$ cat src/rtl/text_console_writer.sv
// text_console_writer: FIFO-buffered character stream to video_controller cell writes with cursor and clears
module text_console_writer #(
  parameter int COLS = 80,
  parameter int ROWS = 30,
  parameter int ADDR_W = 13,
  parameter int CHAR_W = 8,
  parameter int FIFO_DEPTH = 16,
  parameter logic [CHAR_W-1:0] CLEAR_CHAR = 8'h20
) (
  input  logic                       clk,
  input  logic                       rst,
  input  logic                       in_valid,
  input  logic [CHAR_W-1:0]          in_char,
  output logic                       in_ready,
  input  logic                       clear_req,
  output logic                       vc_write_enable,
  output logic [CHAR_W-1:0]          vc_char_in,
  output logic [ADDR_W-1:0]          vid_ch_addr,
  output logic [$clog2(COLS)-1:0]    cursor_col,
  output logic [$clog2(ROWS)-1:0]    cursor_row,
  output logic                       busy
);
  localparam int CW = $clog2(COLS);
  localparam int RW = $clog2(ROWS);
  localparam int AW = $clog2(FIFO_DEPTH);
  localparam logic [CHAR_W-1:0] CH_CR = CHAR_W'(8'h0D);
  localparam logic [CHAR_W-1:0] CH_LF = CHAR_W'(8'h0A);
  localparam logic [CHAR_W-1:0] CH_BS = CHAR_W'(8'h08);
  typedef enum logic [1:0] {IDLE, FULL_CLR, LINE_CLR} state_t;
  state_t state;
  logic [CHAR_W-1:0] mem [FIFO_DEPTH];
  logic [AW:0] wr_ptr, rd_ptr;
  logic [ADDR_W-1:0] row_base, clr_addr, next_base;
  logic [CW-1:0] clr_col;
  logic [RW-1:0] next_row;
  logic [CHAR_W-1:0] head;
  logic full, empty, push, pop, last_col, last_row;
  assign empty = wr_ptr == rd_ptr;
  assign full = (wr_ptr ^ rd_ptr) == {1'b1, {AW{1'b0}}};
  assign in_ready = !full;
  assign push = in_valid && !full;
  assign pop = state == IDLE && !clear_req && !empty;
  assign head = mem[rd_ptr[AW-1:0]];
  assign last_col = cursor_col == CW'(COLS - 1);
  assign last_row = cursor_row == RW'(ROWS - 1);
  // Row wrap is a plain jump back to the top: no scrolling, base register avoids a multiplier
  assign next_row = last_row ? '0 : cursor_row + 1'b1;
  assign next_base = last_row ? '0 : row_base + ADDR_W'(COLS);
  always_ff @(posedge clk) if (push) mem[wr_ptr[AW-1:0]] <= in_char;
  always_ff @(posedge clk or posedge rst) begin
    if (rst) begin
      state <= FULL_CLR;
      wr_ptr <= '0;
      rd_ptr <= '0;
      row_base <= '0;
      clr_addr <= '0;
      clr_col <= '0;
      cursor_col <= '0;
      cursor_row <= '0;
      vc_write_enable <= 1'b0;
      vc_char_in <= '0;
      vid_ch_addr <= '0;
      busy <= 1'b1;
    end else begin
      vc_write_enable <= 1'b0;
      if (push) wr_ptr <= wr_ptr + 1'b1;
      if (pop) rd_ptr <= rd_ptr + 1'b1;
      case (state)
        FULL_CLR: begin
          vc_write_enable <= 1'b1;
          vc_char_in <= CLEAR_CHAR;
          vid_ch_addr <= clr_addr;
          clr_addr <= clr_addr + 1'b1;
          busy <= 1'b1;
          if (clr_addr == ADDR_W'(COLS * ROWS - 1)) begin
            state <= IDLE;
            cursor_col <= '0;
            cursor_row <= '0;
            row_base <= '0;
          end
        end
        LINE_CLR: begin
          vc_write_enable <= 1'b1;
          vc_char_in <= CLEAR_CHAR;
          vid_ch_addr <= clr_addr;
          clr_addr <= clr_addr + 1'b1;
          clr_col <= clr_col + 1'b1;
          busy <= 1'b1;
          if (clr_col == CW'(COLS - 1)) state <= IDLE;
        end
        default: begin
          busy <= 1'b0;
          if (clear_req) begin
            state <= FULL_CLR;
            clr_addr <= '0;
            busy <= 1'b1;
          end else if (!empty) begin
            if (head == CH_CR) begin
              cursor_col <= '0;
            end else if (head == CH_LF) begin
              cursor_col <= '0;
              cursor_row <= next_row;
              row_base <= next_base;
              clr_addr <= next_base;
              clr_col <= '0;
              state <= LINE_CLR;
              busy <= 1'b1;
            end else if (head == CH_BS) begin
              if (cursor_col != '0) begin
                cursor_col <= cursor_col - 1'b1;
                vc_write_enable <= 1'b1;
                vc_char_in <= CLEAR_CHAR;
                vid_ch_addr <= row_base + ADDR_W'(cursor_col - 1'b1);
              end
            end else begin
              vc_write_enable <= 1'b1;
              vc_char_in <= head;
              vid_ch_addr <= row_base + ADDR_W'(cursor_col);
              cursor_col <= last_col ? '0 : cursor_col + 1'b1;
              if (last_col) begin
                cursor_row <= next_row;
                row_base <= next_base;
                clr_addr <= next_base;
                clr_col <= '0;
                state <= LINE_CLR;
                busy <= 1'b1;
              end
            end
          end
        end
      endcase
    end
  end
endmodule

$ cat config.mk
export PLATFORM = sky130hd
export DESIGN_NAME = text_console_writer
export DESIGN_NICKNAME = d
export VERILOG_FILES = /design/src/rtl/text_console_writer.sv
export SDC_FILE = /design/constraint.sdc
export NUM_CORES = 1
export LEC_CHECK = 0
export BUFFER_PORTS_ARGS = -buffer_cell sky130_fd_sc_hd__buf_4
export CAP_MARGIN = 20
export CORE_MARGIN = 2
export CORE_UTILIZATION = 45
export CTS_BUF_LIST = sky130_fd_sc_hd__clkbuf_8 sky130_fd_sc_hd__clkbuf_16
export DETAILED_ROUTE_END_ITERATION = 8
export HOLD_SLACK_MARGIN = 0.12
export SYNTH_ARGS = -nofsm -noshare
export SYNTH_HDL_FRONTEND = slang
export SYNTH_SLANG_ARGS = --single-unit
$ cat constraint.sdc
create_clock -name clk -period 4.54 [get_ports clk]
set_input_delay 0.454 -clock clk [delete_from_list [all_inputs] [get_ports clk]]
set_output_delay 0.454 -clock clk [all_outputs]
set_load 0.05 [all_outputs]
==> out/results.ini <==
[timing]
max_freq_mhz = 217.3
rsz0062_at_grt = yes
setup_viol_count_final = 1
period_share_pct = 101.3
hold_viol_final = 0
max_slew_margin_pct = 35.25
worstMarginPinSlew_ns = 0.9676
setup_ws_ns = -0.06114
drv_slew = 0
whs_ns = 0.1967
finalCriticalPeriod_ns = 4.601
finalClockSkew_ns = 0.01889

[synthesis]
synth_area_sq_um = 10350
ys_top_cells_by_area = edfxtp_1, dfrtp_1, mux4_2
synth_commonest_cells = edfxtp_1, dfrtp_1, nand2_1
yosysTopAreaCellShare_pct = 37.14
synth_cell_type_count = 71
syn_avg_cell_area_sq_um = 12.34
seq_area_frac_synth_pct = 56.50
ys_warn_count = 0
synth_top_area_cell = edfxtp_1
synthArstFlopShare_pct = 38.46
yosys_most_used_dff = edfxtp_1
synth-edff-count = 128
ys_ff_latch = 208
synthMostInstantiatedCell = edfxtp_1
synth_nets = 879
syn_inst = 839

[layout]
layout-drive-gt1-share_pct = 23.89
fin_nets = 969
instances_no_fill = 1231
fillers = 1841
design_area_sq_um = 12340
diodes = 0
areaGrowthSynthToFinish_pct = 19.19
post-route-util_pct = 54.48

[die]
initial_core_util_pct = 45.71
rows = 55
coreArea_sq_um = 22640
io_pins = 48
dieArea_sq_um = 24230
dieHeight_um = 155.7
die_w_um = 155.7

[route]
wl_um = 25320
drtAntennaViolNets = 0
num_vias = 7177
drt_pass1_iterations = 6
drt_iter0_drc = 609
drcViolationCount = 0
route.detailed.wl_per_inst_um = 20.57
viasPerCell = 5.830

[cts]
cts_root_buf = clkbuf_16
numCtsBuffers = 23
cts_tree = yes
path_clk_slew_ns = 0.06
insertion_delay_ns = 0.53
cts_buffer_depth = 3
clock_sinks = 208
ctsHtreeMaxLevel = 1

[pwr]
total_power_mw = 8.113
power_leakage_nw = 4.842
power_density_nw_per_um2 = 657.7
ir_drop_mv = 0.3955
seq_power_share_pct = 32.9
p_switching_mw = 3.153
internal-power_mw = 4.960
p_clk_share_pct = 24.1
sw_frac_of_total_pct = 38.87
power_frac_comb_pct = 43.0

[setup_path]
crit_buf_inv = 1
rr_endpoint = vid_ch_addr[12]
cp_data_required_time_ns = 4.98
critPathTopFamily = simple AND/OR/NAND/NOR gates
rr_worst_depth = 16
critPathLaunchType = flop
cp_slowest_cell = mux4_2
cp.arrival_ns = 5.04
r2r_start = rd_ptr[1]
reg2reg_slack_ns = -0.06
critical_path_class = reg2reg
end_kind = flop
path_cells = buf_6 -> mux4_2 -> mux2_4 -> or3_4 -> a221oi_4 -> nand2_2 -> or4_4 -> xnor2_2 -> ha_1 -> or2_4 -> a21oi_1 -> nor2_1 -> a41o_1 -> o41ai_2 -> xor3_1 -> o31ai_1
crit_path_max_incr_delay_ns = 0.49
cp_max_fo = 6

[run_status]
violations = setup timing
status = finished, violations left

[placed_design]
placed_cells = 1180
dp_hpwl_um = 17910
globalplace.congestion = 0.8407
place_area_sq_um = 11330
portBuffers = 47

[hold_path]
whs_path_depth = 2
hold_end = state[1]
hp-class = in2reg
hold_start = clear_req

[flow_run]
cap_viol_max_count = 0

[global_route]
grt_max_degree = 69
grt_pass1_wl_um = 40390
grtUsageTotal_pct = 21.32
grt_overflow = 0
grt_pass1_vias = 7125
antenna_found_initial = 0

[layer usage]
layer	track usage [%]	share of wire, %	vias up
met5	0	0	-
met1	32.28	48	3534
met4	5.941	2.0	0
met2	32.09	45	228
li1	-	-	3373
met3	3.333	5.6	42
[power groups by stage]
stage               combinational, mW  clock [mW]  sequential, mW
global placement                 3.35           0            2.68
detailed placement               3.40           0            2.70
floorplan                        2.12           0            2.88
CTS                              3.43        1.99            2.66
global route                     3.81        2.07            2.72
finish                           3.49        1.95            2.67
[registers in the layout, indices dropped and copies added, names as in the netlist]
name,flops
mem,128
clr_addr,13
row_base,13
vid_ch_addr,13
vc_char_in,8
clr_col,7
cursor_col,7
cursor_row,5
rd_ptr,5
wr_ptr,5
state,2
busy,1
vc_write_enable,1
[layout by cell type, fill, tap and decap left out, types with 7 or more instances in the layout]
master     count
o21ai_0       27
o22ai_1        8
nand2_1       62
mux4_2        30
nor3_1        21
nand2b_1       9
clkbuf_16     26
buf_6          8
buf_4        103
ha_1          25
mux2_2        10
nand4_1        7
xor2_1        13
nor2b_1       10
dfrtp_1       77
mux2i_1       14
nor4_1        12
a21oi_1       30
nand3_1       26
xnor2_1       21
inv_1         32
and2_1        15
nor2_1        54
a221o_1       17
edfxtp_1     128
and3_1        16
[timing repair]
item / CTS / global route
hold buffers: 1 / 0
buffers inserted: 1 / 6
gates cloned: 0 / 0
hold endpoints to repair: 40 / 0
gates resized for setup: 2 / 27
pin swaps: 0 / 9
endpoints found under the setup margin: 2 / 7
[cells by family (layout without fill, tap and decap cells)]
group	count (synthesis)	count (layout)	share of synthesized area, %
AOI/OAI and AO/OA	162	162	11.24
xor gates and xnor gates	37	37	3.276
adders and majority gates	28	28	3.457
buffers and inverters	79	186	3.095
DFF	208	208	56.50
muxes	57	57	9.272
and+or+nand+nor	268	268	13.15
[cell type report]
class                   count  area (sq um)  share of cell area [%]
clock inverters            12         113.9                  0.9230
repair buffers            114         913.4                   7.404
multi-input cells         552          4283                   34.72
flip-flops and latches    208          5849                   47.42
well taps                 285         356.6                   2.891
inverters                  30         113.9                  0.9230
clock buffers              30         705.7                   5.721
[metrics by stage]
step | worst slack [ns] | setup TNS, ns
after floorplan | 0.02502 | 0
after global placement | -0.04581 | -0.04581
after detailed placement | -0.1767 | -0.1870
after CTS | -0.1208 | -0.1208
after global routing | -0.2459 | -0.4613
final | -0.06114 | -0.06114
[worst max path at each step]
stage	end	depth (start not counted)	startpoint	slack, ns
after floorplan	vid_ch_addr[12]	16	rd_ptr[1]	0.03
after global placement	vid_ch_addr[12]	16	rd_ptr[1]	-0.05
after detailed placement	vid_ch_addr[12]	16	rd_ptr[1]	-0.18
after CTS	vid_ch_addr[12]	16	rd_ptr[1]	-0.12
after global routing	vid_ch_addr[12]	17	rd_ptr[1]	-0.25
final	vid_ch_addr[12]	16	rd_ptr[1]	-0.06
Note: power is estimated with default switching activity, not from simulation.
